$ cat config.mk
export PLATFORM = sky130hd
export DESIGN_NAME = jtframe_i2s_tx
export DESIGN_NICKNAME = d
export VERILOG_FILES = /design/src/rtl/jtframe_i2s_pkg.sv /design/src/rtl/jtframe_i2s_clkgen.sv /design/src/rtl/jtframe_i2s_tx.sv
export SDC_FILE = /design/constraint.sdc
export NUM_CORES = 1
export LEC_CHECK = 0
export ABC_AREA = 1
export CAP_MARGIN = 25
export CORE_MARGIN = 1.5
export CORE_UTILIZATION = 55
export DETAILED_ROUTE_END_ITERATION = 8
export GPL_ROUTABILITY_DRIVEN = 0
export PLACE_DENSITY = 0.91
export SLEW_MARGIN = 20
export SYNTH_ARGS = -nofsm -noshare
export SYNTH_HDL_FRONTEND = slang
export SYNTH_SLANG_ARGS = --single-unit
$ cat constraint.sdc
create_clock -name clk_sys -period 3.18 [get_ports clk_sys]
set_clock_uncertainty 0.1 [all_clocks]
set_input_delay 0.636 -clock clk_sys [delete_from_list [all_inputs] [get_ports clk_sys]]
set_output_delay 0.636 -clock clk_sys [all_outputs]
set_load 0.1 [all_outputs]
$ cat src/rtl/jtframe_i2s_pkg.sv
// jtframe_i2s_pkg: shared helpers for the I2S/TDM transmitter.
//   frame_bits - serial bits per frame (channels * slot width)
//   cnt_w      - counter width able to hold 0..n-1 (never below 1)
//   bcnt_w     - width of the frame bit counter
//   mode_of    - framing mode implied by the channel count
package jtframe_i2s_pkg;

    typedef enum logic {I2S_STEREO, I2S_TDM} i2s_mode_e;

    function automatic int frame_bits(input int channels, input int slot_w);
        return channels * slot_w;
    endfunction

    function automatic int cnt_w(input int n);
        return (n > 1) ? $clog2(n) : 1;
    endfunction

    function automatic int bcnt_w(input int channels, input int slot_w);
        return cnt_w(frame_bits(channels, slot_w));
    endfunction

    function automatic i2s_mode_e mode_of(input int channels);
        return (channels > 2) ? I2S_TDM : I2S_STEREO;
    endfunction

endpackage

$ cat src/rtl/jtframe_i2s_clkgen.sv
// jtframe_i2s_clkgen: free-running MCLK and SCLK dividers from clk_sys.
// Ports:
//   clk_sys   in  system clock
//   rst       in  asynchronous active-high reset
//   mclk      out master clock, toggles every MCLK_HALF cycles
//   sclk      out bit clock, toggles every SCLK_HALF cycles (first edge rises)
//   sclk_fall out high in the cycle at whose end sclk is registered to 0
module jtframe_i2s_clkgen #(
    parameter int unsigned SCLK_HALF = 2,
    parameter int unsigned MCLK_HALF = 1
) (
    input  logic clk_sys,
    input  logic rst,
    output logic mclk,
    output logic sclk,
    output logic sclk_fall
);
    import jtframe_i2s_pkg::*;

    localparam int MW = cnt_w(MCLK_HALF);
    localparam int SW = cnt_w(SCLK_HALF);

    logic [MW-1:0] mclk_cnt;
    logic [SW-1:0] sclk_cnt;
    logic          mclk_tick;
    logic          sclk_tick;

    always_comb begin
        mclk_tick = (mclk_cnt == MW'(MCLK_HALF - 1));
        sclk_tick = (sclk_cnt == SW'(SCLK_HALF - 1));
        sclk_fall = sclk_tick & sclk;
    end

    always_ff @(posedge clk_sys or posedge rst) begin
        if (rst) begin
            mclk_cnt <= '0;
            sclk_cnt <= '0;
            mclk     <= 1'b0;
            sclk     <= 1'b0;
        end else begin
            mclk_cnt <= mclk_tick ? '0 : mclk_cnt + 1'b1;
            sclk_cnt <= sclk_tick ? '0 : sclk_cnt + 1'b1;
            if (mclk_tick) mclk <= ~mclk;
            if (sclk_tick) sclk <= ~sclk;
        end
    end

endmodule

$ cat src/rtl/jtframe_i2s_tx.sv
// jtframe_i2s_tx: parallel sound channels to I2S (stereo) or TDM serial audio.
// Ports:
//   clk_sys     in  system clock
//   rst         in  asynchronous active-high reset
//   snd         in  CHANNELS*SAMPLE_W packed samples, channel 0 in the LSBs
//   mute        in  transmit zero samples (sampled at frame wrap only)
//   sample_ack  out one-cycle pulse when snd is captured
//   frame_start out one-cycle pulse at the start of each frame's bit 0
//   MCLK        out master clock
//   SCLK        out bit clock
//   LRCLK       out word select (stereo) or frame sync (TDM)
//   SDIN        out serial data, MSB first, changes on SCLK falls
// Build option: define JTFRAME_I2S_LEFTJ_EN for left-justified timing
// (no one-bit data delay, TDM sync on bit 0, stereo LRCLK high for slot 0).
module jtframe_i2s_tx #(
    parameter int unsigned CHANNELS   = 2,
    parameter int unsigned SAMPLE_W   = 16,
    parameter int unsigned SLOT_W     = 16,
    parameter bit          SIGNED_SND = 1'b1,
    parameter int unsigned SCLK_HALF  = 2,
    parameter int unsigned MCLK_HALF  = 1
) (
    input  logic                         clk_sys,
    input  logic                         rst,
    input  logic [CHANNELS*SAMPLE_W-1:0] snd,
    input  logic                         mute,
    output logic                         sample_ack,
    output logic                         frame_start,
    output logic                         MCLK,
    output logic                         SCLK,
    output logic                         LRCLK,
    output logic                         SDIN
);
    import jtframe_i2s_pkg::*;

    localparam int        FB   = frame_bits(CHANNELS, SLOT_W);
    localparam int        BW   = bcnt_w(CHANNELS, SLOT_W);
    localparam i2s_mode_e MODE = mode_of(CHANNELS);

`ifdef JTFRAME_I2S_LEFTJ_EN
    localparam bit LEFTJ = 1'b1;
`else
    localparam bit LEFTJ = 1'b0;
`endif

    logic sclk_fall;

    jtframe_i2s_clkgen #(
        .SCLK_HALF (SCLK_HALF),
        .MCLK_HALF (MCLK_HALF)
    ) u_clkgen (
        .clk_sys   (clk_sys),
        .rst       (rst),
        .mclk      (MCLK),
        .sclk      (SCLK),
        .sclk_fall (sclk_fall)
    );

    // Frame vectors hold frame bit 0 in the MSB so shifting left walks the frame.
    logic [FB-1:0]       conv;
    logic [SAMPLE_W-1:0] smp;

    always_comb begin
        conv = '0;
        smp  = '0;
        for (int k = 0; k < CHANNELS; k++) begin
            smp = snd[k*SAMPLE_W +: SAMPLE_W];
            if (!SIGNED_SND) smp[SAMPLE_W-1] = ~smp[SAMPLE_W-1];
            conv[FB-1-k*SLOT_W -: SAMPLE_W] = smp;
        end
        if (mute) conv = '0;
    end

    logic [BW-1:0] bcnt, bcnt_nx;
    logic [FB-1:0] shadow, shadow_nx;
    logic [FB-1:0] shift, shift_nx;
    logic          sdin_nx, lrclk_nx, wrap;

    // The shadow adds one frame of latency: a capture at wrap k is sent after wrap k+1.
    always_comb begin
        wrap      = sclk_fall && (bcnt == BW'(FB - 1));
        bcnt_nx   = bcnt;
        shadow_nx = shadow;
        shift_nx  = shift;
        sdin_nx   = SDIN;
        lrclk_nx  = LRCLK;
        if (sclk_fall) begin
            bcnt_nx = wrap ? '0 : bcnt + 1'b1;
            if (wrap) begin
                shadow_nx = conv;
                if (LEFTJ) begin
                    sdin_nx  = shadow[FB-1];
                    shift_nx = shadow << 1;
                end else begin
                    // Last bit of the outgoing frame goes out during the new bit 0.
                    sdin_nx  = shift[FB-1];
                    shift_nx = shadow;
                end
            end else begin
                sdin_nx  = shift[FB-1];
                shift_nx = shift << 1;
            end
            if (MODE == I2S_STEREO) begin
                lrclk_nx = (bcnt_nx >= BW'(SLOT_W)) ^ LEFTJ;
            end else begin
                lrclk_nx = LEFTJ ? (bcnt_nx == '0) : (bcnt_nx == BW'(FB - 1));
            end
        end
    end

    always_ff @(posedge clk_sys or posedge rst) begin
        if (rst) begin
            bcnt        <= '0;
            shadow      <= '0;
            shift       <= '0;
            SDIN        <= 1'b0;
            LRCLK       <= 1'b0;
            sample_ack  <= 1'b0;
            frame_start <= 1'b0;
        end else begin
            bcnt        <= bcnt_nx;
            shadow      <= shadow_nx;
            shift       <= shift_nx;
            SDIN        <= sdin_nx;
            LRCLK       <= lrclk_nx;
            sample_ack  <= wrap;
            frame_start <= wrap;
        end
    end

endmodule

After elaboration in Yosys (flattened, before gate mapping)
Cells that the tools add are included.
- $add $sub $neg: 3
- order comparisons: 1
- equality and inequality tests: 1
- multiplexer cells: 5
- bitwise gates (word level): 3
- reductions and logical operators: 2
- operator list (kind ; count):
    32-bit 2-to-1 mux ; 2
    5-bit by 1-bit adder with 5-bit output, second input constant ; 1
    5-bit equality test, second input constant ; 1
    5-bit greater-or-equal comparator, second input constant ; 1
    5-bit 2-to-1 mux ; 1
    1-bit adder, second input constant ; 2
    1-bit 2-to-1 mux ; 2
    1-bit NOT ; 2
    2-bit AND reduction ; 1
    1-bit bitwise AND ; 1
    1-bit logical AND ; 1
- flip-flop bits (word level): 76

Logic depth before layout (Yosys ltp)
Gate-level depths: netlist (run 1).
- depth in word-level cells: 4
- gate-level depth with buffers: 11
- depth with buffers taken out: 9

By module
From an unflattened synthesis (run 1), not the netlist that was laid out.
- cells, all modules: 331
- area total of the unflattened synthesis: 3050.4 µm²
- by module, submodules not included (module ; instances ; cells each ; area each (µm²)):
    jtframe_i2s_tx ; 1 ; 319 ; 2939.1
    jtframe_i2s_clkgen ; 1 ; 12 ; 111.4

Worst setup path after synthesis (run 1)
OpenSTA, ideal clock, no wires.
- path type: reg-to-reg
- start: register LRCLK (netlist name)
- end: register shadow[10]
- library setup time: 0.118 ns
- arrival: 1.855 ns
- required time: 2.962 ns
- slack: 1.107 ns
- cell stages (with the launch flop): 9
- buffers on the path: 2
- cell sequence: dfrtp_1 ha_1 buf_2 inv_2 nor2_8 inv_2 buf_6 nand2_1 nand2_1
- RTL lines (what ; RTL line ; text):
    to (signal assigned) ; jtframe_i2s_tx.sv:122 ; shadow <= shadow_nx;
    to (decl) ; jtframe_i2s_tx.sv:75 ; logic [FB-1:0] shadow, shadow_nx;

Final worst setup path (run 1)
- start: register bcnt[0]
- end: register shadow[30]
- cells in the longest elaborated chain, start to end: 3
- ends and longest elaborated chain (what ; RTL line ; text):
    from (decl) ; jtframe_i2s_tx.sv:74 ; logic [BW-1:0] bcnt, bcnt_nx;
    from (signal assigned) ; jtframe_i2s_tx.sv:121 ; bcnt <= bcnt_nx;
    5-bit equality test ; jtframe_i2s_tx.sv:81 ; wrap = sclk_fall && (bcnt == BW'(FB - 1));
    1-bit logical AND ; jtframe_i2s_tx.sv:81 ;
    2-bit AND reduction (no source line) ; - ;
Every way passes these cells.
A chain may end at the register's enable or synchronous reset.

==> run metrics, run 1 <==
status=completed; Post-Syn Instances=roughly 390; Placed Area=0.00364 mm2; CP top delay family=simple AND/OR/NAND/NOR gates; # setup viols final=0; Worst-Margin Slew=~550 ps; number of synthesized register bits=74; Hold Path Stages=1; VDD IR-drop max=244 uV; power share of the sequential group=56.0%; TritonCTS Buffers=9; IO Count=41; Die W=80.5 um; Net Switching=around 350 uW; Final Critical Period=~2200 ps; CP Launch Type=flip-flop; Design Power=1680 uW; initial DRC count=160; clock tree buffer depth=2; CTS root buf=clkbuf_8; critical path required time=3320 ps; multi-input logic area=0.00111 mm2; internal power=roughly 1300 uW; Max Clock Freq=~0.45 GHz; post-synthesis sequential area ratio=between 50% and 60%; global-route wire length before repair=11000 um; critical path capture point type=flip-flop; met1 wire length=about 2700 um; Avg Synthesized Cell Area=between 8 and 9 um2; Wirelength per Cell=12.7 um; fin crit share=between 60% and 70%; PortBufs=40; DIE HEIGHT=~80 um; met3 WL=roughly 320 um; CTS clock-pin slew for the worst setup and hold paths=~70 ps; 1st-pass router iterations=5; Slowest-stage cell, CP=dfrtp_1; LEAKAGE=approximately 0.0019 uW; Post-synth ARST share=100%; Pins Over Slew Limit=0; Fillers=between 400 and 500; top sig layer=met4; Slew headroom=63.4%; # DRC=0; synthesized area=about 0.0033 mm2; worst min path class=flip-flop to flip-flop; number of global-route vias before repair=2478; synthesized net count=between 400 and 500; sequence of cells on the critical path=ha_1 -> nand2_1 -> nor2_1 -> ha_1 -> inv_2 -> nor2_8 -> inv_2 -> nand2_1 -> nand2_1; CTS sink count=74; Hold Vio Cnt, Final=0; Final Cell Area=~0.0038 mm2; Synth area leader=dfrtp_1; post-route ant nets=0; Area Growth Syn to Fin=15.7%; gr usage total=~23%; CTS H-tree lvls=3; switching share of total power=21.0%; EDFF count, synth=0; grt ovf=0; number of cells on the critical path=9; max cap viols=0; CORE AREA=roughly 0.0059 mm2; Logic pwr share=under 10%; top fanout value on the critical path=35; Final Non-Filler Cells=498; final WL=6300 um; placed cells=between 400 and 500; Setup Buffers After CTS=0; synth unique cells=24; met2 wire length=between 3000 and 4000 um; DR vias=roughly 2600; Warnings, synthesis=0; CP arrival=~2400 ps; setup_tns=0 ps; Final nets=roughly 460; commonest non-fill, non-tap cell in the layout=nand2_1; # hold bufs at CTS=0; Main synth FF type=dfrtp_1; Initial Util=around 57%; Crit path largest cell delay=around 400 ps; Clk Latency, worst-skew pair=between 300 and 400 ps; Rows=28; largest net degree at the start of global routing=75; dpl ws=just under 1000 ps; most frequent cells in the layout=nand2_1, dfrtp_1, nand3_1, inv_1, clkdlybuf4s50_1; die footprint=0.00648 mm2; CTS tree=built; fraction of layout cells with a size suffix above 1=7.57%; post-CTS sizing=0; fin worst setup slack=955 ps; top-area cell type share of the netlist area=a little under three fifths; PD cells=between 400 and 500 mW/mm2; RSZ-0062 raised after global routing=no; post-DR vias/cell=around 5.2; Clk pwr share=between 30% and 40%; initial antenna violation count=0; post-detail-place hpwl=between 3000 and 4000 um; # diodes=0; FF+latch area=~0.0019 mm2; Crit path top cell by count=nand2_1; path type of the worst setup path=flip-flop to flip-flop; synth top area cells=dfrtp_1, nand2_1, nand3_1, o21ai_0, inv_1; worst r2r path cells=9; CP bufs+invs=2
-- metal layers --
metal	vias up	track usage, %
met3	12	5.45
li1	1277	-
met5	-	0
met2	66	38.5
met4	0	9.83
met1	1246	27.0
-- stage by stage --
step / hold slack (ps) / utilization [%]
2_1_floorplan: 337 / -
3_3_place_gp: 308 / 62.3
3_5_place_dp: 314 / 62.3
4_1_cts: 323 / 65.4
5_1_grt: 357 / 65.4
6_report: 325 / 65.4
-- worst paths after layout --
kind / from / to / slack [ps]
setup reg to reg: bcnt[0] / shadow[30] / 950
setup / recovery: bcnt[0] / shadow[30] / 950
hold reg to reg: u_clkgen.mclk / u_clkgen.mclk / 320
max in group asynchronous: rst / shift[11] / 2100
min in group asynchronous: rst / frame_start / 570
hold / removal: u_clkgen.mclk / u_clkgen.mclk / 320
-- registers in the layout (all words and copies together) (netlist names) --
signal             count
frame_start            1
shift                 32
bcnt                   4
u_clkgen.sclk          1
shadow                32
u_clkgen.mclk          1
LRCLK                  1
SDIN                   1
u_clkgen.sclk_cnt      1
-- power groups by stage --
stage | Clock (uW) | Sequential (uW) | Combinational, uW
floorplan | 0 | 959 | 19.2
global placement | 0 | 959 | 70.6
detailed placement | 0 | 959 | 71.0
CTS | 677 | 941 | 71.2
global route | 719 | 940 | 77.3
finish | 669 | 941 | 69.8
-- Yosys cell counts, types with 4 or more instances --
master,n
nand2_1,135
dfrtp_1,74
nand3_1,64
inv_1,38
o21ai_0,29
buf_4,9
clkbuf_1,7
o21ai_1,6
buf_6,4
nor2_1,4
-- cell families (layout without fill, tap and decap cells) --
kind of cell	count (synthesis)	count (layout)	synth area share, %
and+or+nand+nor	207	207	26.8
DFF	74	74	56.0
buffers and inverters	65	101	10.3
AOI/OAI and AO/OA	39	39	6.17
adders and majority gates	2	2	0.757
-- area by class of cell --
class	instances	area share, %
Clock buffer	14	4.51
Clock inverter	2	0.262
Inverter	41	4.09
Multi-Input combinational cell	248	29.1
Sequential cell	74	48.4
Tap cell	75	2.45
Timing Repair Buffer	44	11.2
No activity file was read; power rests on OpenSTA's default activity.
==> run 2, diff against run 1 <==
Clock period 3.18 ns to 2.1 ns, I/O delays scaled along.
==> run metrics, run 2 (synthesis results as in run 1) <==
status=completed; CTS sink count=74 (unchanged); largest net degree at the start of global routing=75 (unchanged); initial antenna violation count=0 (unchanged); post-DR vias/cell=5.24 (+0.36%); PD cells=666 mW/mm2 (+52%); Setup Buffers After CTS=0 (unchanged); met3 WL=322 um (+1.6%); fraction of layout cells with a size suffix above 1=8.45% (+0.89 points); internal power=2030 uW (+53%); post-detail-place hpwl=3960 um (+2.5%); CTS root buf=clkbuf_8; IO Count=41 (unchanged); Logic pwr share=4.1% (about the same); global-route wire length before repair=11000 um (about the same); max cap viols=0 (unchanged); commonest non-fill, non-tap cell in the layout=nand2_1; Clk Latency, worst-skew pair=340 ps (about the same); CTS tree=built; top sig layer=met4; Hold WS=320 ps (-4.86 ps); worst min path class=flip-flop to flip-flop; Net Switching=559 uW (+58%); number of global-route vias before repair=2543 (+2.6%); Final Critical Period=1910 ps (-316 ps); Worst-Margin Slew=561 ps (+12.4 ps); most frequent cells in the layout=nand2_1, dfrtp_1, nand3_1, inv_1, clkdlybuf4s50_1; gr usage total=22.3% (-0.22 points); CTS clock-pin slew for the worst setup and hold paths=80 ps (about the same); PortBufs=40 (unchanged); Pins Over Slew Limit=0 (unchanged); VDD IR-drop max=381 uV (+56%); Slew headroom=62.6% (-0.77 points); path type of the worst setup path=flip-flop to flip-flop; grt ovf=0 (unchanged); DR vias=2626 (+0.96%); clock tree buffer depth=2 (unchanged); # diodes=0 (unchanged); # hold bufs at CTS=0 (unchanged); Final nets=458 (+0.66%); CORE AREA=0.00585 mm2 (unchanged); initial DRC count=257 (+61%); Area Growth Syn to Fin=17.4%; fin crit share=90.9% (+21 points); # DRC=0 (unchanged); critical path required time=2280 ps (-1040 ps); post-CTS sizing=0 (unchanged); Rows=28 (unchanged); met1 wire length=2810 um (+5.4%); die footprint=0.00648 mm2 (unchanged); TritonCTS Buffers=9 (unchanged); FF+latch area=0.00185 mm2 (unchanged); Clk pwr share=40.8% (+1.0 points); LEAKAGE=0.00195 uW (+0.94%); Die W=80.5 um (unchanged); CP Launch Type=flip-flop; Fillers=444 (-6.3%); setup_tns=0 ps (unchanged); Max Clock Freq=0.524 GHz (+17%); post-route ant nets=0 (unchanged); met2 wire length=3120 um (-2.5%); RSZ-0062 raised after global routing=no; 1st-pass router iterations=5 (unchanged); multi-input logic area=0.00111 mm2 (unchanged); Largest regs=shadow (32), shift (32), bcnt (4); Wirelength per Cell=12.7 um (+0.25%); switching share of total power=21.6% (+0.60 points); Initial Util=56.5% (unchanged); Hold Vio Cnt, Final=0 (unchanged); DIE HEIGHT=80.5 um (unchanged); # setup viols final=0 (unchanged); power share of the sequential group=55.1% (-0.9 points); final WL=6360 um (+0.86%); critical path capture point type=flip-flop; CP arrival=2090 ps (-270 ps); CTS H-tree lvls=3 (unchanged); top fanout value on the critical path=25 (-29%)
==> run 2: cell types whose count changed in the layout (fill, tap and decap cells not counted), moves of 2 or more <==
cell / change
clkinvlp_4: +2
clkinv_2: +2
clkbuf_8: -3
buf_12: +2
==> run 2: layout make-up <==
class / instances / share of cell area, %
multi-input combinational: 248 / 28.7
inverter: 41 / 4.13
timing repair buffer: 47 / 12.3
sequential: 74 / 47.7
clock buffer: 10 / 3.29
tap: 75 / 2.42
clock inverter: 6 / 1.48
==> run 2: through the flow <==
stage	power (uW)	worst slack [ps]	std cells	utilization, %	area (um2)
6_report	2580	191	501	66.3	3880
5_1_grt	2660	13.1	501	66.3	3880
4_1_cts	2600	193	501	66.3	3880
3_5_place_dp	1560	228	485	63.2	3690
3_3_place_gp	1560	317	485	63.2	3690
2_1_floorplan	1480	27.4	387	-	3310
==> run 2: worst paths after layout <==
path	from	end	slack, ps	depth (start not counted)
worst max-delay path	bcnt[0]	shadow[5]	190	9
worst min register to register	u_clkgen.mclk	u_clkgen.mclk	320	1
min in group asynchronous	rst	shadow[11]	410	3
worst min-delay path	u_clkgen.mclk	u_clkgen.mclk	320	1
max in group asynchronous	rst	shift[1]	1180	3
worst max register to register	bcnt[0]	shadow[5]	190	9
==> run 2: worst max-delay path, cell delays in order, from the launching register on <==
cell and delay (ps):
dfrtp_1 390, ha_1 190, nand2_1 80, nor2_1 90, ha_1 180, inv_2 80
nor2_8 200, buf_4 300, nand3_1 130, nand2_1 100
==> run 2: power groups by stage <==
stage                     combinational (uW)  sequential, uW  clock (uW)
after global routing                     118            1420        1120
final                                    106            1420        1050
after floorplan                         29.4            1450           0
after detailed placement                 109            1450           0
after CTS                                109            1420        1060
after global placement                   107            1450           0
==> run 2: metal layers <==
layer	up-vias	global-route usage [%]
li1	1281	-
met4	0	11.6
met5	-	0
met3	9	4.20
met2	77	36.3
met1	1259	28.4
